`src/rtl/bool_oai_pipe_if.sv`:
```
// bool_oai_pipe_if
// Operand/result bundle for bool_oai_pipe.
//   master modport : operand producer + result consumer side
//                    (drives in_valid, a, b, c, mode, out_ready)
//   slave modport  : the pipeline itself
//                    (drives in_ready, out_valid, e, ones, total)
// WIDTH and CNT_W must match the parameters of the attached pipeline.
interface bool_oai_pipe_if #(
  parameter int WIDTH = 8,
  parameter int CNT_W = 16
);
  localparam int ONES_W = $clog2(WIDTH + 1);

  logic              in_valid;
  logic              in_ready;
  logic [WIDTH-1:0]  a;
  logic [WIDTH-1:0]  b;
  logic [WIDTH-1:0]  c;
  logic [1:0]        mode;
  logic              out_valid;
  logic              out_ready;
  logic [WIDTH-1:0]  e;
  logic [ONES_W-1:0] ones;
  logic [CNT_W-1:0]  total;

  modport master (
    output in_valid, a, b, c, mode, out_ready,
    input  in_ready, out_valid, e, ones, total
  );

  modport slave (
    input  in_valid, a, b, c, mode, out_ready,
    output in_ready, out_valid, e, ones, total
  );
endinterface

```
`src/rtl/bool_oai_pipe.sv`:
```
// bool_oai_pipe
// Two-stage valid/ready pipeline evaluating a per-bit four-mode boolean
// function on WIDTH-bit operands:
//   mode 0: ~((a|b)&c)   mode 1: (a|b)&c
//   mode 2: ~((a&b)|c)   mode 3: (a&b)|c
// Stage 1 captures operands on accept; stage 2 holds the result, its
// popcount and drives the output side. A saturating counter tracks
// completed output transfers.
// Ports:
//   clk  : clock, all state on the rising edge
//   rst  : synchronous active-high reset
//   bus  : bool_oai_pipe_if.slave (operands, mode, handshakes, e, ones, total)
module bool_oai_pipe #(
  parameter int WIDTH = 8,
  parameter int CNT_W = 16
) (
  input  logic            clk,
  input  logic            rst,
  bool_oai_pipe_if.slave  bus
);
  localparam int ONES_W = $clog2(WIDTH + 1);

  // Stage 1 registers
  logic              r_s1_valid;
  logic [WIDTH-1:0]  r_a;
  logic [WIDTH-1:0]  r_b;
  logic [WIDTH-1:0]  r_c;
  logic [1:0]        r_mode;

  // Stage 2 registers
  logic              r_s2_valid;
  logic [WIDTH-1:0]  r_e;
  logic [ONES_W-1:0] r_ones;

  logic [CNT_W-1:0]  r_total;

  logic              w_s1_adv;
  logic              w_in_ready;
  logic              w_out_fire;
  logic [WIDTH-1:0]  w_oa;   // (a|b)&c
  logic [WIDTH-1:0]  w_ao;   // (a&b)|c
  logic [WIDTH-1:0]  w_f;
  logic [ONES_W-1:0] w_ones;

  // S1 may hand its beat to S2 when S2 is empty or draining this cycle.
  assign w_s1_adv   = r_s1_valid & (~r_s2_valid | bus.out_ready);
  // Depends only on state and out_ready, never on in_valid.
  assign w_in_ready = ~r_s1_valid | w_s1_adv;
  assign w_out_fire = r_s2_valid & bus.out_ready;

  // mode[1] picks the gate form, mode[0]=0 means the inverted output.
  genvar gi;
  generate
    for (gi = 0; gi < WIDTH; gi++) begin : g_bit
      assign w_oa[gi] = (r_a[gi] | r_b[gi]) & r_c[gi];
      assign w_ao[gi] = (r_a[gi] & r_b[gi]) | r_c[gi];
      assign w_f[gi]  = r_mode[1] ? (r_mode[0] ? w_ao[gi] : ~w_ao[gi])
                                  : (r_mode[0] ? w_oa[gi] : ~w_oa[gi]);
    end
  endgenerate

  always_comb begin
    w_ones = '0;
    for (int i = 0; i < WIDTH; i++) begin
      w_ones = w_ones + ONES_W'(w_f[i]);
    end
  end

  always_ff @(posedge clk) begin
    if (rst) begin
      r_s1_valid <= 1'b0;
      r_a        <= '0;
      r_b        <= '0;
      r_c        <= '0;
      r_mode     <= '0;
      r_s2_valid <= 1'b0;
      r_e        <= '0;
      r_ones     <= '0;
      r_total    <= '0;
    end else begin
      if (w_in_ready) begin
        r_s1_valid <= bus.in_valid;
        // Operand registers only change on an actual accept.
        if (bus.in_valid) begin
          r_a    <= bus.a;
          r_b    <= bus.b;
          r_c    <= bus.c;
          r_mode <= bus.mode;
        end
      end

      if (w_s1_adv) begin
        r_e        <= w_f;
        r_ones     <= w_ones;
        r_s2_valid <= 1'b1;
      end else if (bus.out_ready) begin
        r_s2_valid <= 1'b0;
      end

      // Saturate at all-ones rather than wrapping.
      if (w_out_fire && (r_total != '1)) begin
        r_total <= r_total + CNT_W'(1);
      end
    end
  end

  assign bus.in_ready  = w_in_ready;
  assign bus.out_valid = r_s2_valid;
  assign bus.e         = r_e;
  assign bus.ones      = r_ones;
  assign bus.total     = r_total;
endmodule

```
`src/flat_wrapper.sv`:
```
// flat-port wrapper written by rule: the top's interface ports become plain ports
module bool_oai_pipe_flat 
#(
  parameter int WIDTH = 8,
  parameter int CNT_W = 16
)
  (clk, rst, bus_in_valid, bus_a, bus_b, bus_c, bus_mode, bus_out_ready, bus_in_ready, bus_out_valid, bus_e, bus_ones, bus_total);
  bool_oai_pipe_if #(.WIDTH(WIDTH), .CNT_W(CNT_W)) bus_i ();
  input  logic clk;
  input  logic rst;
  input wire logic [$bits(bus_i.in_valid)-1:0] bus_in_valid;
  input wire logic [$bits(bus_i.a)-1:0] bus_a;
  input wire logic [$bits(bus_i.b)-1:0] bus_b;
  input wire logic [$bits(bus_i.c)-1:0] bus_c;
  input wire logic [$bits(bus_i.mode)-1:0] bus_mode;
  input wire logic [$bits(bus_i.out_ready)-1:0] bus_out_ready;
  output wire logic [$bits(bus_i.in_ready)-1:0] bus_in_ready;
  output wire logic [$bits(bus_i.out_valid)-1:0] bus_out_valid;
  output wire logic [$bits(bus_i.e)-1:0] bus_e;
  output wire logic [$bits(bus_i.ones)-1:0] bus_ones;
  output wire logic [$bits(bus_i.total)-1:0] bus_total;
  assign bus_i.in_valid = bus_in_valid;
  assign bus_i.a = bus_a;
  assign bus_i.b = bus_b;
  assign bus_i.c = bus_c;
  assign bus_i.mode = bus_mode;
  assign bus_i.out_ready = bus_out_ready;
  assign bus_in_ready = bus_i.in_ready;
  assign bus_out_valid = bus_i.out_valid;
  assign bus_e = bus_i.e;
  assign bus_ones = bus_i.ones;
  assign bus_total = bus_i.total;
  bool_oai_pipe #(.WIDTH(WIDTH), .CNT_W(CNT_W)) u_core (.clk(clk), .rst(rst), .bus(bus_i));
endmodule
```
`config.mk`:
```
export PLATFORM = sky130hd
export DESIGN_NAME = bool_oai_pipe_flat
export DESIGN_NICKNAME = d
export VERILOG_FILES = /design/src/rtl/bool_oai_pipe_if.sv /design/src/rtl/bool_oai_pipe.sv /design/src/flat_wrapper.sv
export SDC_FILE = /design/constraint.sdc
export NUM_CORES = 1
export LEC_CHECK = 0
export ABC_CLOCK_PERIOD_IN_PS = 9320
export BUFFER_PORTS_ARGS = -buffer_cell sky130_fd_sc_hd__buf_2
export CAP_MARGIN = 20
export CORE_MARGIN = 1
export CORE_UTILIZATION = 55
export CTS_BUF_LIST = sky130_fd_sc_hd__clkbuf_16
export DETAILED_ROUTE_END_ITERATION = 16
export GPL_TIMING_DRIVEN = 0
export PLACE_DENSITY = 0.81
export SETUP_SLACK_MARGIN = 0.2
export SLEW_MARGIN = 20
export SYNTH_ARGS = -nofsm -noshare
export SYNTH_HDL_FRONTEND = slang
export SYNTH_SLANG_ARGS = --single-unit
export TNS_END_PERCENT = 100
```
`constraint.sdc`:
```
create_clock -name clk -period 9.32 [get_ports clk]
set_clock_uncertainty 0.15 [all_clocks]
set_input_delay 0.932 -clock clk [delete_from_list [all_inputs] [get_ports clk]]
set_output_delay 0.932 -clock clk [all_outputs]
set_load 0.01 [all_outputs]
```
==> impl_metrics.json, run 1 <==
{
  "status": "finished, violations left",
  "violations": "design-rule violations",
  "detail-route-antenna-nets": 0,
  "syn-cell-area_um2": 2620,
  "fin_area_um2": 3110,
  "place_worst_setup_slack_ns": 5.27,
  "yosys-top-cells-area": "dfxtp_1, a21oi_1, nand2_1",
  "drc": 3,
  "synth_top_family_by_area": "simple AND/OR/NAND/NOR gates",
  "ys_warn_count": 0,
  "path_cells": "clkbuf_1, a21oi_1, a21oi_1, xnor2_1, ha_1, fa_1, fa_1, fa_1, inv_1, fa_1, a211oi_1",
  "cts_hold_buf": 0,
  "sw_frac_of_total_pct": 25.2,
  "maxSlewHeadroom_pct": 62.8,
  "dr_total_vias": 2432,
  "ys_seq_area_share_pct": 42.9,
  "cpMostUsedCell": "fa_1",
  "p_switching_mw": 0.129,
  "hold_viol_final": 0,
  "p_per_area_nw_per_um2": 164,
  "multi_input_area_um2": 1370,
  "finalWirelength_mm": 5.95,
  "post_cts_resized": 0,
  "nNetsFinal": 427,
  "cp_top_family": "adder cells",
  "synth_nets": 362,
  "antenna_found_initial": 0,
  "synth-simple-area-share_pct": 23.1,
  "end_kind": "register",
  "drive_gt1_share_pct": 18.7,
  "top_level_ports": 60,
  "fmax_mhz": 245,
  "fill_cells": 392,
  "dieArea_um2": 5040,
  "start_util_pct": 58.5,
  "area_delta_synth_final_pct": 18.8,
  "dieHeight_um": 71.0,
  "pwr-share-comb_pct": 14.7,
  "clock_latency_ns": 0.29,
  "worstHoldStart": "u_core.bus.ones[3]$_SDFFE_PP0P_",
  "cts_buffers": 5,
  "synth_xor_xnor_area_share_pct": 3.01,
  "synth_area_per_cell_um2": 8.07,
  "place_congestion": 0.833,
  "cts_root_buffer": "clkbuf_16",
  "path_clk_slew_ns": 0.07,
  "critPathKind": "register to register",
  "hold_class": "register to register",
  "worst-endpoint-arrival_ns": 4.13,
  "firstDrtPassIters": 10,
  "clkPwrFrac_pct": 34.5,
  "cts_tree": "built",
  "row_count": 24,
  "io_buffers": 58,
  "synth-compound-area-share_pct": 18.4,
  "via_per_inst": 5.50,
  "cts_sinks": 56,
  "synth_top_cell_by_area": "dfxtp_1",
  "clk_path_buf_depth": 2,
  "placed_area_um2": 2970,
  "worst-path-buf-inv": 2,
  "muxShareOfSynthArea_pct": 2.97,
  "cpPeakStageDelay_ns": 0.55,
  "max-vdd-ir-drop_uv": 91.3,
  "grt_pass1_wl_mm": 10.0,
  "p_leak_nw": 1.28,
  "layout_worst_path_cycle_share_pct": 43.8,
  "internal_power_mw": 0.381,
  "synth.distinct_cells": 34,
  "yosysTopAreaCellShare_pct": 42.9,
  "regArea_um2": 1120,
  "r2r-start": "u_core.r_mode[1]$_SDFFE_PP0P_",
  "required_ns": 9.37,
  "die_w_um": 71.0,
  "synthCells": 324,
  "drtIter0Drc": 195,
  "rsz0062_at_grt": "no",
  "overflow": 0,
  "setup_violations": 0,
  "layout_common_cells": "nand2_1, buf_2, a21oi_1, dfxtp_1, inv_1",
  "crit_path_start": "u_core.r_mode[1]$_SDFFE_PP0P_",
  "worstPathMaxFanout": 10,
  "routedWlPerCell_um": 13.5,
  "n_antenna_cell": 0,
  "grt_usage_pct": 25.5,
  "postCtsSetupRepairBufs": 0,
  "layout_setup_ws_ns": 5.24,
  "min_period_ns": 4.08,
  "grt_pass1_vias": 2288,
  "htree_levels": 2,
  "crit_path_top_delay_cell": "fa_1",
  "mostFrequentLayoutCell": "nand2_1",
  "pwr-share-seq_pct": 50.8,
  "cap_violations": 0,
  "finalSetupTns_ns": 0,
  "start_kind": "register",
  "worst_pin_slew_ns": 0.557,
  "synth.ff_latch_count": 56,
  "grt_max_degree": 16,
  "dp_hpwl_mm": 4.34,
  "slew_violations": 0,
  "synthAdderAreaFrac_pct": 4.97,
  "core-area_um2": 4470
}
==> final cells by class <==
| cell class | instances | area share [%] |
|---|---|---|
| inverters | 14 | 1.69 |
| multi-input cells | 236 | 44.1 |
| plain buffers | 18 | 2.29 |
| clock inverters | 3 | 0.362 |
| clock buffers | 5 | 4.03 |
| well taps | 52 | 2.09 |
| repair buffers | 58 | 9.34 |
| flip-flops and latches | 56 | 36.1 |
==> per-layer routing <==
layer	GRT usage (%)	part of all wire, %	up-vias
met5	0	0	-
met4	7.78	1.2	0
met3	5.41	4.7	7
met2	45.3	49	67
met1	31.1	45	1123
li1	-	-	1235
==> Yosys cell counts <==
cell type and count:
a211oi_1 1, a21o_1 1, a21oi_1 58, a22o_1 8
a31oi_1 1, a41oi_1 1, and2_1 3, and3_1 1
and4_1 2, buf_1 3, buf_2 3, clkbuf_1 12
dfxtp_1 56, fa_1 4, ha_1 4, inv_1 14
mux2_2 6, mux2i_1 1, nand2_1 65, nand2b_1 4
nand3_1 8, nand3_2 1, nand3b_1 1, nand4_1 2
nor2_1 11, nor2b_1 14, nor3_1 4, nor3b_1 1
nor4_1 3, o21ai_0 9, o31ai_1 6, or3_1 4
or4_1 3, xnor2_1 9
==> per-stage QoR <==
step | total power, mW | util [%] | cells | hold WS (ns)
4_1_cts | 0.512 | 69.5 | 442 | 0.305
6_report | 0.510 | 69.5 | 442 | 0.302
2_1_floorplan | 0.314 | - | 324 | 0.286
3_3_place_gp | 0.335 | 66.4 | 434 | 0.289
3_5_place_dp | 0.338 | 66.4 | 434 | 0.295
5_1_grt | 0.537 | 69.5 | 442 | 0.339
==> worst min-delay path, cell delays in order (launching register included) <==
cell and delay (ns):
dfxtp_1 0.31, nand2_1 0.05, a21oi_1 0.05
==> power groups by stage <==
stage | Combinational [mW] | Clock [mW] | Sequential, mW
2_1_floorplan | 0.0487 | 0 | 0.265
3_3_place_gp | 0.0710 | 0 | 0.264
3_5_place_dp | 0.0739 | 0 | 0.264
4_1_cts | 0.0753 | 0.178 | 0.259
5_1_grt | 0.0866 | 0.191 | 0.260
6_report | 0.0749 | 0.176 | 0.259
==> registers in the layout, indices dropped and copies added, names as in the netlist <==
signal and count:
u_core.r_b 8, u_core.r_s1_valid 1, u_core.bus.out_valid 1, u_core.r_mode 2, u_core.bus.ones 4, u_core.bus.total 16
u_core.bus.e 8, u_core.r_c 8, u_core.r_a 8
==> worst paths after layout <==
kind / endpoint / slack [ns] / cells after the start
worst max-delay path: u_core.bus.ones[1]$_SDFFE_PP0P_ / 5.24 / 11
worst min register to register: u_core.bus.ones[3]$_SDFFE_PP0P_ / 0.30 / 2
worst min-delay path: u_core.bus.ones[3]$_SDFFE_PP0P_ / 0.30 / 2
worst max register to register: u_core.bus.ones[1]$_SDFFE_PP0P_ / 5.24 / 11
==> cells by family (layout without fill, tap and decap cells) <==
family                   Yosys count  count (layout)
XOR/XNOR                           9               9
flip-flops                        56              56
AND/OR/NAND/NOR                  127             127
buffers and inverters             32              98
multiplexers                       7               7
AO/OA/AOI/OAI                     85              85
adder cells (fa/ha/maj)            8               8
No activity file was read; power rests on OpenSTA's default activity.
==> run 2: changes to the inputs <==
- ABC_CLOCK_PERIOD_IN_PS: 9320 -> 3900
- CORE_UTILIZATION: 55 -> 53
- PLACE_DENSITY: 0.81 -> 0.79
- clock period: 9.32 -> 3.9 ns (I/O delays scaled with it)
==> run 2 against run 1 <==
Effect of this change:
- the run now ends clean
- utilization decreased by 2.0 points
- maximum frequency increased by 15%
- total power increased by 140%
- first-iteration DRC count decreased by 37%
==> impl_metrics.json, run 2 (synthesis gave the netlist of run 1 again) <==
{
  "status": "finished clean",
  "dr_total_vias": 2454,
  "overflow": 0,
  "cts_buffers": 5,
  "grt_pass1_vias": 2296,
  "hold_viol_final": 0,
  "worst-endpoint-arrival_ns": 3.60,
  "worst_pin_slew_ns": 0.545,
  "finalSetupTns_ns": 0,
  "finalWirelength_mm": 6.08,
  "critPathKind": "register to register",
  "largest_reg_flops": 16,
  "min_period_ns": 3.54,
  "layout_worst_path_cycle_share_pct": 90.8,
  "drc": 0,
  "p_leak_nw": 1.30,
  "mostFrequentLayoutCell": "nand2_1",
  "die_w_um": 72.3,
  "start_util_pct": 55.4,
  "cp_top_family": "adder cells",
  "hold_class": "input port to register",
  "final_util_pct": 67.5,
  "r2r-start": "u_core.r_mode[1]$_SDFFE_PP0P_",
  "clock_latency_ns": 0.29,
  "maxSlewHeadroom_pct": 63.7,
  "grt_max_degree": 16,
  "cts_tree": "built",
  "place_inst": 449,
  "nNetsFinal": 428,
  "cts_sinks": 56,
  "timing.rr.end": "u_core.bus.ones[1]$_SDFFE_PP0P_",
  "io_buffers": 58,
  "drive_gt1_share_pct": 21.7,
  "dieHeight_um": 72.3,
  "path_clk_slew_ns": 0.07,
  "fill_cells": 404,
  "max-vdd-ir-drop_uv": 205,
  "worst-path-buf-inv": 2,
  "clk_path_buf_depth": 2,
  "detail-route-antenna-nets": 0,
  "routedWlPerCell_um": 13.3,
  "n_antenna_cell": 0,
  "worstPathMaxFanout": 10,
  "min_to": "u_core.r_a[5]$_SDFFE_PP0P_",
  "end_kind": "register",
  "grt_usage_pct": 25.2,
  "via_per_inst": 5.36,
  "setup_violations": 0,
  "hold_slack_ns": 0.185,
  "fin_cells": 458,
  "reg2regPathDepth": 11,
  "row_count": 25,
  "cts_root_buffer": "clkbuf_16",
  "path_cells": "buf_8, a21oi_2, a21oi_2, xnor2_2, ha_1, fa_1, fa_1, fa_2, inv_1, fa_1, a211oi_2",
  "rsz0062_at_grt": "no",
  "firstDrtPassIters": 4,
  "area_delta_synth_final_pct": 21.9,
  "p_per_area_nw_per_um2": 386,
  "place_congestion": 0.884,
  "fmax_mhz": 282,
  "crit_path_top_delay_cell": "fa_1",
  "cap_violations": 0,
  "top_level_ports": 60,
  "place_worst_setup_slack_ns": -0.149,
  "start_kind": "register",
  "dp_hpwl_mm": 4.39,
  "layout_common_cells": "nand2_1, buf_2, dfxtp_1, a21oi_1, inv_1",
  "cpMostUsedCell": "fa_1",
  "antenna_found_initial": 0,
  "layout_setup_ws_ns": 0.359,
  "dieArea_um2": 5220,
  "r2r_slack_ns": 0.36,
  "core-area_um2": 4720,
  "grt_pass1_wl_mm": 10.3,
  "slew_violations": 0,
  "htree_levels": 2,
  "min_path_cells": 3,
  "drtIter0Drc": 122,
  "cpPeakStageDelay_ns": 0.52,
  "required_ns": 3.96,
  "worstHoldStart": "bus_a[5]"
}
-- run 2: area by class of cell --
type | instances | area [um^2] | area share (%)
well taps | 67 | 83.8 | 2.63
clock inverters | 3 | 11.3 | 0.353
plain buffers | 18 | 83.8 | 2.63
multi-input cells | 236 | 1410 | 44.2
inverters | 14 | 52.6 | 1.65
repair buffers | 59 | 298 | 9.34
flip-flops and latches | 56 | 1120 | 35.3
clock buffers | 5 | 125 | 3.92
-- run 2: worst max path at each step --
stage / startpoint / end / slack [ns] / cells after the start
finish: u_core.r_mode[1]$_SDFFE_PP0P_ / u_core.bus.ones[1]$_SDFFE_PP0P_ / 0.36 / 11
global placement: u_core.r_mode[1]$_SDFFE_PP0P_ / u_core.bus.ones[1]$_SDFFE_PP0P_ / -0.04 / 11
floorplan: u_core.r_mode[1]$_SDFFE_PP0P_ / u_core.bus.ones[1]$_SDFFE_PP0P_ / 0.31 / 11
detailed placement: u_core.r_mode[1]$_SDFFE_PP0P_ / u_core.bus.ones[1]$_SDFFE_PP0P_ / -0.15 / 11
CTS: u_core.r_mode[0]$_SDFFE_PP0P_ / u_core.bus.ones[1]$_SDFFE_PP0P_ / 0.20 / 9
global route: u_core.r_mode[1]$_SDFFE_PP0P_ / u_core.bus.ones[2]$_SDFFE_PP0P_ / 0.19 / 13
-- run 2: through the flow --
step	power [mW]	instance area, um^2
after floorplan	0.750	2620
after global placement	0.800	2990
after detailed placement	0.808	2990
after CTS	1.23	3150
after global routing	1.29	3190
final	1.23	3190
-- run 2: report_power, final --
group,total (mW),switching [mW],internal [mW],leakage [nW]
registers,0.619,0.0191,0.600,0.459
clock network,0.425,0.193,0.232,0.0738
logic,0.186,0.102,0.0847,0.763
total,1.23,0.314,0.917,1.30
-- run 2: worst reg2reg max path, cell delays in order, from the launching register on --
cell	delay, ns
dfxtp_4	0.39
buf_8	0.14
a21oi_2	0.06
a21oi_2	0.19
xnor2_2	0.16
ha_1	0.28
fa_1	0.51
fa_1	0.52
fa_2	0.38
inv_1	0.07
fa_1	0.42
a211oi_2	0.19
-- run 2: timing repair --
action                     CTS  global route
pin swaps                    0             5
hold buffers                 0             0
resized for setup            7            10
buffers inserted             0             1
setup endpoints to repair    2             2
-- run 2: routing by layer --
| metal | vias to the layer above | track usage [%] | wire (um) |
|---|---|---|---|
| met5 | - | 0 | 0 |
| met4 | 0 | 10.2 | 134 |
| met3 | 12 | 4.58 | 309 |
| met2 | 72 | 42.0 | 2890 |
| met1 | 1130 | 32.4 | 2750 |
| li1 | 1240 | - | - |
